File: src/rtl/ledcnt_pkg.sv
// Shared constants and width helper for the LED counter block.
package ledcnt_pkg;

  localparam int MODE_WRAP = 0;
  localparam int MODE_SAT  = 1;

  localparam int BTN_UP   = 0;
  localparam int BTN_DOWN = 1;
  localparam int BTN_CLR  = 2;
  localparam int BTN_LOAD = 3;

  // Bits needed to hold 0..value-1, never less than one bit.
  function automatic int cnt_width(input int value);
    return (value <= 2) ? 1 : $clog2(value);
  endfunction

endpackage

File: src/rtl/led_counter_gen2_if.sv
// Button/LED bundle for led_counter_gen2; the counter is the slave side.
interface led_counter_gen2_if #(
  parameter int WIDTH = 4
);

  logic [3:0]       BUTTONS;
  logic [WIDTH-1:0] LEDS;
  logic             TICK;
  logic             WRAP;

  modport master (output BUTTONS, input LEDS, input TICK, input WRAP);
  modport slave  (input BUTTONS, output LEDS, output TICK, output WRAP);

endinterface

File: src/rtl/ledcnt_tick_gen.sv
// Clock-enable generator: registered one-cycle TICK every DIV cycles.
module ledcnt_tick_gen
  import ledcnt_pkg::*;
#(
  parameter int DIV = 62500000
) (
  input  logic CLOCK,
  input  logic RESET_N,
  input  logic restart,
  output logic TICK
);

  localparam int            CW   = cnt_width(DIV);
  localparam logic [CW-1:0] LAST = CW'(DIV - 1);

  logic [CW-1:0] div_cnt;

  // restart realigns the period so the next TICK lands DIV cycles later
  always_ff @(posedge CLOCK or negedge RESET_N) begin
    if (!RESET_N) begin
      div_cnt <= '0;
      TICK    <= 1'b0;
    end else if (restart) begin
      div_cnt <= '0;
      TICK    <= 1'b0;
    end else if (div_cnt == LAST) begin
      div_cnt <= '0;
      TICK    <= 1'b1;
    end else begin
      div_cnt <= div_cnt + CW'(1);
      TICK    <= 1'b0;
    end
  end

endmodule

File: src/rtl/led_counter_gen2.sv
// Up/down LED counter with wrap or saturate mode and button synchronisers.
// Define LEDCNT_DEBOUNCE_EN to insert a DEBOUNCE_CYCLES filter after each synchroniser.
module led_counter_gen2
  import ledcnt_pkg::*;
#(
  parameter int WIDTH           = 4,
  parameter int DIV             = 62500000,
  parameter int MODE            = 0,
  parameter int LOAD_VAL        = 0,
  parameter int DEBOUNCE_CYCLES = 16
) (
  input  logic               CLOCK,
  input  logic               RESET_N,
  led_counter_gen2_if.slave  bus
);

  if (WIDTH < 1 || WIDTH > 32 || DIV < 2 || DEBOUNCE_CYCLES < 1 ||
      (MODE != MODE_WRAP && MODE != MODE_SAT)) begin : g_bad_params
    $error("led_counter_gen2: illegal parameter set");
  end

  localparam bit               SATURATE   = (MODE == MODE_SAT);
  localparam logic [WIDTH-1:0] CNT_MAX    = '1;
  localparam logic [WIDTH-1:0] LOAD_TRUNC = WIDTH'(LOAD_VAL);

  logic [3:0]       sync1;
  logic [3:0]       sync2;
  logic [3:0]       level;
  logic             prev_clr;
  logic             prev_load;
  logic             clr_edge;
  logic             load_edge;
  logic             tick;
  logic             step_up;
  logic             step_dn;
  logic [WIDTH-1:0] count;
  logic [WIDTH-1:0] count_next;
  logic             wrap_q;
  logic             wrap_next;

  always_ff @(posedge CLOCK or negedge RESET_N) begin
    if (!RESET_N) begin
      sync1 <= '0;
      sync2 <= '0;
    end else begin
      sync1 <= bus.BUTTONS;
      sync2 <= sync1;
    end
  end

`ifdef LEDCNT_DEBOUNCE_EN
  localparam int            DW      = cnt_width(DEBOUNCE_CYCLES);
  localparam logic [DW-1:0] DB_LAST = DW'(DEBOUNCE_CYCLES - 1);

  for (genvar b = 0; b < 4; b++) begin : g_db
    logic [DW-1:0] db_cnt;
    logic          filt_q;

    // any cycle where the synchronised level agrees with the filter restarts the count
    always_ff @(posedge CLOCK or negedge RESET_N) begin
      if (!RESET_N) begin
        db_cnt <= '0;
        filt_q <= 1'b0;
      end else if (sync2[b] == filt_q) begin
        db_cnt <= '0;
      end else if (db_cnt == DB_LAST) begin
        db_cnt <= '0;
        filt_q <= sync2[b];
      end else begin
        db_cnt <= db_cnt + DW'(1);
      end
    end

    assign level[b] = filt_q;
  end
`else
  assign level = sync2;
`endif

  always_ff @(posedge CLOCK or negedge RESET_N) begin
    if (!RESET_N) begin
      prev_clr  <= 1'b0;
      prev_load <= 1'b0;
    end else begin
      prev_clr  <= level[BTN_CLR];
      prev_load <= level[BTN_LOAD];
    end
  end

  assign clr_edge  = level[BTN_CLR]  & ~prev_clr;
  assign load_edge = level[BTN_LOAD] & ~prev_load;

  ledcnt_tick_gen #(
    .DIV(DIV)
  ) u_tick (
    .CLOCK   (CLOCK),
    .RESET_N (RESET_N),
    .restart (clr_edge),
    .TICK    (tick)
  );

  assign step_up = tick & level[BTN_UP]   & ~level[BTN_DOWN];
  assign step_dn = tick & level[BTN_DOWN] & ~level[BTN_UP];

  // clear beats load beats a tick step; WRAP flags only steps that hit a limit
  always_comb begin
    count_next = count;
    wrap_next  = 1'b0;
    if (clr_edge) begin
      count_next = '0;
    end else if (load_edge) begin
      count_next = LOAD_TRUNC;
    end else if (step_up) begin
      if (count == CNT_MAX) begin
        wrap_next = 1'b1;
        if (!SATURATE) begin
          count_next = '0;
        end
      end else begin
        count_next = count + WIDTH'(1);
      end
    end else if (step_dn) begin
      if (count == '0) begin
        wrap_next = 1'b1;
        if (!SATURATE) begin
          count_next = CNT_MAX;
        end
      end else begin
        count_next = count - WIDTH'(1);
      end
    end
  end

  always_ff @(posedge CLOCK or negedge RESET_N) begin
    if (!RESET_N) begin
      count  <= '0;
      wrap_q <= 1'b0;
    end else begin
      count  <= count_next;
      wrap_q <= wrap_next;
    end
  end

  assign bus.LEDS = count;
  assign bus.TICK = tick;
  assign bus.WRAP = wrap_q;

endmodule
File: src/flat_wrapper.sv
// flat-port wrapper written by rule: the top's interface ports become plain ports
module led_counter_gen2_flat import ledcnt_pkg::*;
#(
  parameter int WIDTH           = 4,
  parameter int DIV             = 62500000,
  parameter int MODE            = 0,
  parameter int LOAD_VAL        = 0,
  parameter int DEBOUNCE_CYCLES = 16
)
  (CLOCK, RESET_N, bus_BUTTONS, bus_LEDS, bus_TICK, bus_WRAP);
  led_counter_gen2_if #(.WIDTH(WIDTH)) bus_i ();
  input  logic CLOCK;
  input  logic RESET_N;
  input wire logic [$bits(bus_i.BUTTONS)-1:0] bus_BUTTONS;
  output wire logic [$bits(bus_i.LEDS)-1:0] bus_LEDS;
  output wire logic [$bits(bus_i.TICK)-1:0] bus_TICK;
  output wire logic [$bits(bus_i.WRAP)-1:0] bus_WRAP;
  assign bus_i.BUTTONS = bus_BUTTONS;
  assign bus_LEDS = bus_i.LEDS;
  assign bus_TICK = bus_i.TICK;
  assign bus_WRAP = bus_i.WRAP;
  led_counter_gen2 #(.WIDTH(WIDTH), .DIV(DIV), .MODE(MODE), .LOAD_VAL(LOAD_VAL), .DEBOUNCE_CYCLES(DEBOUNCE_CYCLES)) u_core (.CLOCK(CLOCK), .RESET_N(RESET_N), .bus(bus_i));
endmodule
File: config.mk
export PLATFORM = sky130hd
export DESIGN_NAME = led_counter_gen2_flat
export DESIGN_NICKNAME = d
export VERILOG_FILES = /design/src/rtl/ledcnt_pkg.sv /design/src/rtl/led_counter_gen2_if.sv /design/src/rtl/ledcnt_tick_gen.sv /design/src/rtl/led_counter_gen2.sv /design/src/flat_wrapper.sv
export SDC_FILE = /design/constraint.sdc
export NUM_CORES = 1
export LEC_CHECK = 0
export ABC_CLOCK_PERIOD_IN_PS = 2710
export BUFFER_PORTS_ARGS = -buffer_cell sky130_fd_sc_hd__buf_2
export CORE_MARGIN = 2
export CORE_UTILIZATION = 60
export DETAILED_ROUTE_END_ITERATION = 7
export PLACE_DENSITY_LB_ADDON = 0.15
export SLEW_MARGIN = 10
export SYNTH_ARGS = -nofsm -noshare
export SYNTH_HDL_FRONTEND = slang
export SYNTH_SLANG_ARGS = --single-unit
File: constraint.sdc
create_clock -name CLOCK -period 2.71 [get_ports CLOCK]
set_input_delay 0.1355 -clock CLOCK [delete_from_list [all_inputs] [get_ports CLOCK]]
set_output_delay 0.1355 -clock CLOCK [all_outputs]
set_load 0.05 [all_outputs]
==> metrics.yaml, run 1 <==
sta:
  slew_violations: 0
  rsz0062_at_grt: "false"
  relSlewSlack_pct: 39.9
  worstMarginPinSlew_ns: 0.901
  finalHoldViolations: 0
  period_share_pct: 74.8
  setup_tns_ns: 0
  finalSetupViolCount: 0
  fin_skew_ns: 0.00505
  setup_slack_ns: 0.683
  finalCriticalPeriod_ns: 2.03
  max_clock_freq_mhz: 493
logic_synthesis:
  async_reset_ff_share_pct: 100
  syn_avg_cell_area_sq_um: 10.2
  synth_area_leaders: "dfrtp_1 (50%), a21oi_1 (4.1%), or4_1 (4.0%)"
  synthFlopType: "dfrtp_1"
  syn_inst: 205
  ys_seq_elements: 42
  ys_types: 43
  ys_warn_count: 0
  synth_nets: 214
  synth_top_area_cell: "dfrtp_1"
  synthesis.area_sq_um: 2090
  synth_edf_count: 0
  synth_top_area_share_pct: 50.4
  yosysSeqAreaShare_pct: 50.4
floorplan:
  die_w_um: 63.0
  core_area_sq_um: 3340
  start_util_pct: 62.5
  rows: 21
  die_area_sq_um: 3970
  pin_count: 12
  die_h_um: 63.0
clock_tree:
  cts_root_buffer: "clkbuf_4"
  htree_num_levels: 2
  clock_sinks: 42
  clock_latency_ns: 0.35
  cts_buffers: 5
  clock_path_buffers: 2
  path_clk_slew_ns: 0.13
  cts_tree: "yes"
  cts_setup_buffers: 0
  holdBufCountCts: 5
  cts_resized: 0
power:
  p_per_area_nw_per_um2: 507
  leakage_nw: 0.937
  irDropWorstVdd_uv: 379
global_routing:
  antenna_found_initial: 0
  grt_usage_pct: 23.1
  grt_pass1_wl_um: 7240
  grt_pass1_vias: 1583
  grt-ovfl-total: 0
  grt_max_degree: 43
job:
  cap_viol_max_count: 0
placement:
  io_buffer_count: 11
  place_hpwl_um: 2810
  gp_congestion: 0.905
  pre_cts_ws_ns: 0.726
detailed_routing:
  wl_per_cell_um: 15.4
  drc_errors: 0
  via_per_inst: 6.16
  drt-initial-drc-count: 126
  wl_um: 4120
  ant_nets: 0
  first_pass_iters: 4
  vias: 1651
critical_path:
  crit_buf_inv: 0
  worstSetupPathType: "reg2reg"
  required_ns: 2.99
  start_kind: "flip-flop"
  endpoint_kind: "flip-flop"
  path_delay_family: "simple AND/OR/NAND/NOR gates"
  slowest_stage: "or4_4"
  crit_fanout: 14
  critPathArrivalTime_ns: 2.30
  slowest_delay_ns: 0.61
  crit_chain: "nand4_1, or4_4, or4_1, a21oi_1"
worst_hold_path:
  hold_path_class: "reg2reg"
finish:
  fin_nets: 230
  syn2layout_area_growth_pct: 9.77
  num_antenna_cells: 0
  drive_above_1_share_pct: 11.7
outcome:
  status: "complete, no violations"
synthesized netlist by cell type, types with 2 or more instances:
cell,instances
xnor2_1,6
or4_1,11
nor2_1,15
dfrtp_1,42
mux2i_1,2
nand3_1,5
nand4b_1,2
buf_6,2
o21ai_0,8
nand2b_1,2
or3_1,6
nand2_1,16
and4_1,3
nor4_1,3
clkbuf_1,5
o31ai_1,9
ha_1,3
nor3_1,2
inv_1,7
xor2_1,6
nand4_1,12
a21oi_1,17
power by group:
part / switching, W / total, W / internal (W)
Clock: 0.000210 / 0.000404 / 0.000194
Sequential: 0.0000282 / 0.000683 / 0.000655
Combinational: 0.0000426 / 0.0000738 / 0.0000312
worst reg2reg max path, delay by kind of cell (launching register included):
kind               cells  cell delay (ns)
DFF                    1             0.50
AOI/OAI and AO/OA      1             0.17
and+or+nand+nor        3             1.29
stage by stage:
stage / utilization, % / std cells / hold WS (ns) / instance area, sq um / total power, W
finish: 68.7 / 268 / 0.365 / 2290 / 0.00116
global route: 68.7 / 268 / 0.374 / 2290 / 0.00121
CTS: 68.7 / 268 / 0.370 / 2290 / 0.00117
detailed placement: 64.7 / 255 / 0.245 / 2160 / 0.000764
global placement: 64.7 / 255 / 0.246 / 2160 / 0.000758
floorplan: - / 205 / -0.160 / 2090 / 0.000736
layout make-up:
cell class                 instances  area [sq um]
clock buffer                       5          37.5
clock inverter                     3          45.0
fill                             276          1050
inverter                           7          26.3
multi-input combinational        148           961
sequential                        42          1050
tap                               46          57.6
timing repair buffer              17           113
state kept, by name, summed over array words and instances, names as in the netlist:
signal and flops:
u_core.u_tick.div_cnt 26, u_core.bus.LEDS 4, u_core.prev_clr 1, u_core.prev_load 1
u_core.sync1 4, u_core.u_tick.TICK 1, u_core.bus.WRAP 1, u_core.level 4
metal layers:
metal | wire length, um | track usage [%] | vias to the layer above | share of wire (%)
met5 | 0 | 0 | - | 0
met4 | 50 | 7.78 | 0 | 1.2
met3 | 182 | 4.32 | 6 | 4.4
met2 | 1930 | 35.0 | 44 | 47
met1 | 1960 | 33.5 | 805 | 47
li1 | - | - | 796 | -
cells by family (layout without fill, tap and decap cells):
group,count (synthesis),after routing,synth area share [%]
and+or+nand+nor,88,88,25.2
AOI/OAI and AO/OA,43,43,13.0
DFF,42,42,50.4
buffers and inverters,15,32,3.60
xor gates and xnor gates,12,12,5.04
adders and majority gates,3,3,1.80
muxes,2,2,0.959
cell usage in the layout, fill, tap and decap left out, types with 5 or more instances in the layout:
master          n
a21oi_1        17
buf_2          11
clkbuf_4        5
dfrtp_1        42
dlygate4sd3_1   5
inv_1           7
nand2_1        16
nand3_1         5
nand4_1        12
nor2_1         15
o21ai_0         8
o31ai_1         9
or3_1           6
or4_1          11
xnor2_1         6
xor2_1          6
final timing paths:
kind | from | end | slack [ns] | cells after the start
min | u_core.sync1[1] | u_core.level[1] | 0.36 | 0
min reg2reg | u_core.sync1[1] | u_core.level[1] | 0.36 | 0
max | u_core.u_tick.div_cnt[4] | u_core.u_tick.div_cnt[23] | 0.68 | 4
min in group asynchronous | RESET_N | u_core.bus.LEDS[2] | 0.43 | 2
max in group asynchronous | RESET_N | u_core.sync1[1] | 1.71 | 2
max reg2reg | u_core.u_tick.div_cnt[4] | u_core.u_tick.div_cnt[23] | 0.68 | 4
Power figures use the tool's default switching activity.
==> run 2, diff against run 1 <==
--- a/config.mk
+++ b/config.mk
@@ -5,7 +5,8 @@
 export SDC_FILE = /design/constraint.sdc
 export NUM_CORES = 1
 export LEC_CHECK = 0
-export ABC_CLOCK_PERIOD_IN_PS = 2710
+export ABC_AREA = 1
+export ABC_CLOCK_PERIOD_IN_PS = 2070
 export BUFFER_PORTS_ARGS = -buffer_cell sky130_fd_sc_hd__buf_2
 export CORE_MARGIN = 2
 export CORE_UTILIZATION = 60
==> constraint.sdc (replaced) <==
create_clock -name CLOCK -period 2.07 [get_ports CLOCK]
set_input_delay 0.1035 -clock CLOCK [delete_from_list [all_inputs] [get_ports CLOCK]]
set_output_delay 0.1035 -clock CLOCK [all_outputs]
set_load 0.05 [all_outputs]
==> run 2 against run 1 <==
Net effect: combinational power rose to 5.7 times the previous value; worst hold slack got worse by 0.022 ns; sequential share of layout area shrank 3.9 points; area after synthesis rose by 7.3%; non-clock buffer count did not move; clock skew grew 0.0016 ns; global-route usage grew 3.2 points; via count rose by 14%; die area is 6.8% higher.
==> metrics.yaml, run 2 <==
critical_path:
  required_ns: 2.30  # -0.69 ns
  worstSetupPathType: "reg2reg"
  rr_worst_depth: 10  # +6
  start_kind: "flip-flop"
  critPathArrivalTime_ns: 1.87  # -0.43 ns
  endpoint_kind: "flip-flop"
  r2r_slack_ns: 0.43  # -0.26 ns
  crit_fanout: 10  # -4
finish:
  syn2layout_area_growth_pct: 11.7
  layout_common_cells: "nor2_1 (77), nand2_1 (75), dfrtp_1 (42), inv_1 (38), nand3_1 (17)"
  drive_above_1_share_pct: 10.4  # -1.3 points
  top_register: "u_core.u_tick.div_cnt"
  largest_reg_flops: 26  # unchanged
  num_antenna_cells: 0  # unchanged
  fin_nets: 334  # +45%
  fin_cells: 374  # +40%
  mostFrequentLayoutCell: "nor2_1"
logic_synthesis:
  synth_top_area_share_pct: 46.9  # -3.4 points
  syn_avg_cell_area_sq_um: 7.44  # -27%
  async_reset_ff_share_pct: 100  # unchanged
  syn_inst: 301  # +47%
  ys_seq_elements: 42  # unchanged
  netlist_top_cells_count: "nor2_1 (77), nand2_1 (75), dfrtp_1 (42)"
  yosysMostFrequentCell: "nor2_1"
  synth_area_leaders: "dfrtp_1 (47%), nor2_1 (13%), nand2_1 (13%)"
  synthesis.area_sq_um: 2240  # +7.3%
  synthFlopType: "dfrtp_1"
  synth_top_area_cell: "dfrtp_1"
  synth_nets: 310  # +45%
  synth_edf_count: 0  # unchanged
  yosysSeqAreaShare_pct: 46.9  # -3.4 points
  ys_warn_count: 0  # unchanged
  ys_types: 23  # -47%
sta:
  period_share_pct: 79.4  # +4.6 points
  fin_skew_ns: 0.00667  # +0.00161 ns
  max_clock_freq_mhz: 608  # +23%
  finalCriticalPeriod_ns: 1.64  # -0.383 ns
  slew_violations: 0  # unchanged
  hold_slack_ns: 0.343  # -0.0217 ns
  rsz0062_at_grt: "false"
  finalSetupViolCount: 0  # unchanged
  relSlewSlack_pct: 39.4  # -0.52 points
  setup_tns_ns: 0  # unchanged
  worstMarginPinSlew_ns: 0.909  # +0.00786 ns
  finalHoldViolations: 0  # unchanged
clock_tree:
  htree_num_levels: 2  # unchanged
  clock_latency_ns: 0.30  # -0.05 ns
  cts_setup_buffers: 0  # unchanged
  cts_tree: "yes"
  clock_path_buffers: 2  # unchanged
  holdBufCountCts: 5  # unchanged
  cts_resized: 0  # unchanged
  cts_root_buffer: "clkbuf_8"
  clock_sinks: 42  # unchanged
  cts_buffers: 5  # unchanged
  path_clk_slew_ns: 0.08  # -0.05 ns
floorplan:
  start_util_pct: 61.6  # -0.90 points
  rows: 22  # +4.8%
  die_w_um: 65.1  # +3.4%
  die_h_um: 65.1  # +3.4%
  core_area_sq_um: 3630  # +8.9%
  die_area_sq_um: 4240  # +6.8%
  pin_count: 12  # unchanged
power:
  p_per_area_nw_per_um2: 760  # +50%
  irDropWorstVdd_uv: 742  # +96%
  leakage_nw: 1.22  # +30%
detailed_routing:
  vias: 1887  # +14%
  drc_errors: 0  # unchanged
  via_per_inst: 5.05  # -18%
  wl_um: 4560  # +11%
  first_pass_iters: 4  # unchanged
  drt-initial-drc-count: 147  # +17%
  wl_per_cell_um: 12.2  # -21%
  ant_nets: 0  # unchanged
placement:
  place_hpwl_um: 3410  # +22%
  io_buffer_count: 11  # unchanged
  gp_congestion: 0.891  # -1.5%
  dp_cells: 361  # +42%
global_routing:
  grt_usage_pct: 26.3  # +3.2 points
  grt.busiest_layer: "met2"
  grt_pass1_vias: 1875  # +18%
  gr-usage-met3_pct: 4.62  # +0.30 points
  grt_max_degree: 43  # unchanged
  grt-ovfl-total: 0  # unchanged
  met1_usage_pct: 38.2  # +4.7 points
  antenna_found_initial: 0  # unchanged
  grt_pass1_wl_um: 8510  # +18%
  met2_usage_pct: 40.1  # +5.1 points
worst_hold_path:
  hold_path_depth: 0  # unchanged
  hold_path_class: "reg2reg"
outcome:
  status: "complete, no violations"
job:
  cap_viol_max_count: 0  # unchanged
-- run 2: through the flow --
stage	utilization, %	instance area (sq um)	total power [W]	worst slack [ns]
4_1_cts	68.9	2500	0.00191	0.428
3_3_place_gp	65.0	2360	0.00137	0.527
5_1_grt	68.9	2500	0.00202	0.229
2_1_floorplan	-	2240	0.00128	0.476
6_report	68.9	2500	0.00190	0.425
3_5_place_dp	65.0	2360	0.00139	0.454
-- run 2: path summary, 6_finish.rpt --
kind,from,to
setup / recovery,u_core.u_tick.div_cnt[0],u_core.u_tick.div_cnt[0]
hold / removal,u_core.sync1[1],u_core.level[1]
setup reg to reg,u_core.u_tick.div_cnt[0],u_core.u_tick.div_cnt[0]
hold reg to reg,u_core.sync1[1],u_core.level[1]
max in group asynchronous,RESET_N,u_core.u_tick.div_cnt[12]
min in group asynchronous,RESET_N,u_core.u_tick.div_cnt[9]
-- run 2: cells by family (layout without fill, tap and decap cells) --
| group | count (synthesis) | in the layout | share of synthesized area (%) |
|---|---|---|---|
| compound gates | 10 | 10 | 2.51 |
| xor+xnor | 12 | 12 | 4.69 |
| fa+ha+maj | 3 | 3 | 1.68 |
| buf+inv | 41 | 66 | 6.87 |
| flops | 42 | 42 | 46.9 |
| simple gates | 193 | 193 | 37.3 |
-- run 2: layout make-up --
type | count | area, sq um
clock inverters | 3 | 21.3
inverters | 41 | 154
repair buffers | 17 | 113
flip-flops and latches | 42 | 1050
well taps | 48 | 60.1
clock buffers | 5 | 68.8
fillers | 312 | 1130
multi-input cells | 218 | 1030
-- run 2: where the power goes --
part	switching, W	total [W]	internal (W)
logic	0.000286	0.000423	0.000137
registers	0.0000682	0.000955	0.000887
clock network	0.000288	0.000525	0.000237
-- run 2: metal layers --
layer  wire (um)  share of wire (%)
met1        2210                 48
met2        2050                 45
met3         242                5.3
met4          61                1.3
met5           0                  0
-- run 2: critical path: stages (launching register included) --
cell     delay [ns]
dfrtp_1        0.41
ha_1           0.22
nand2_1        0.08
inv_1          0.09
nand2_1        0.10
nor2_1         0.04
nand2_1        0.11
nor2_2         0.06
nor2_4         0.23
inv_2          0.13
nor2_1         0.12
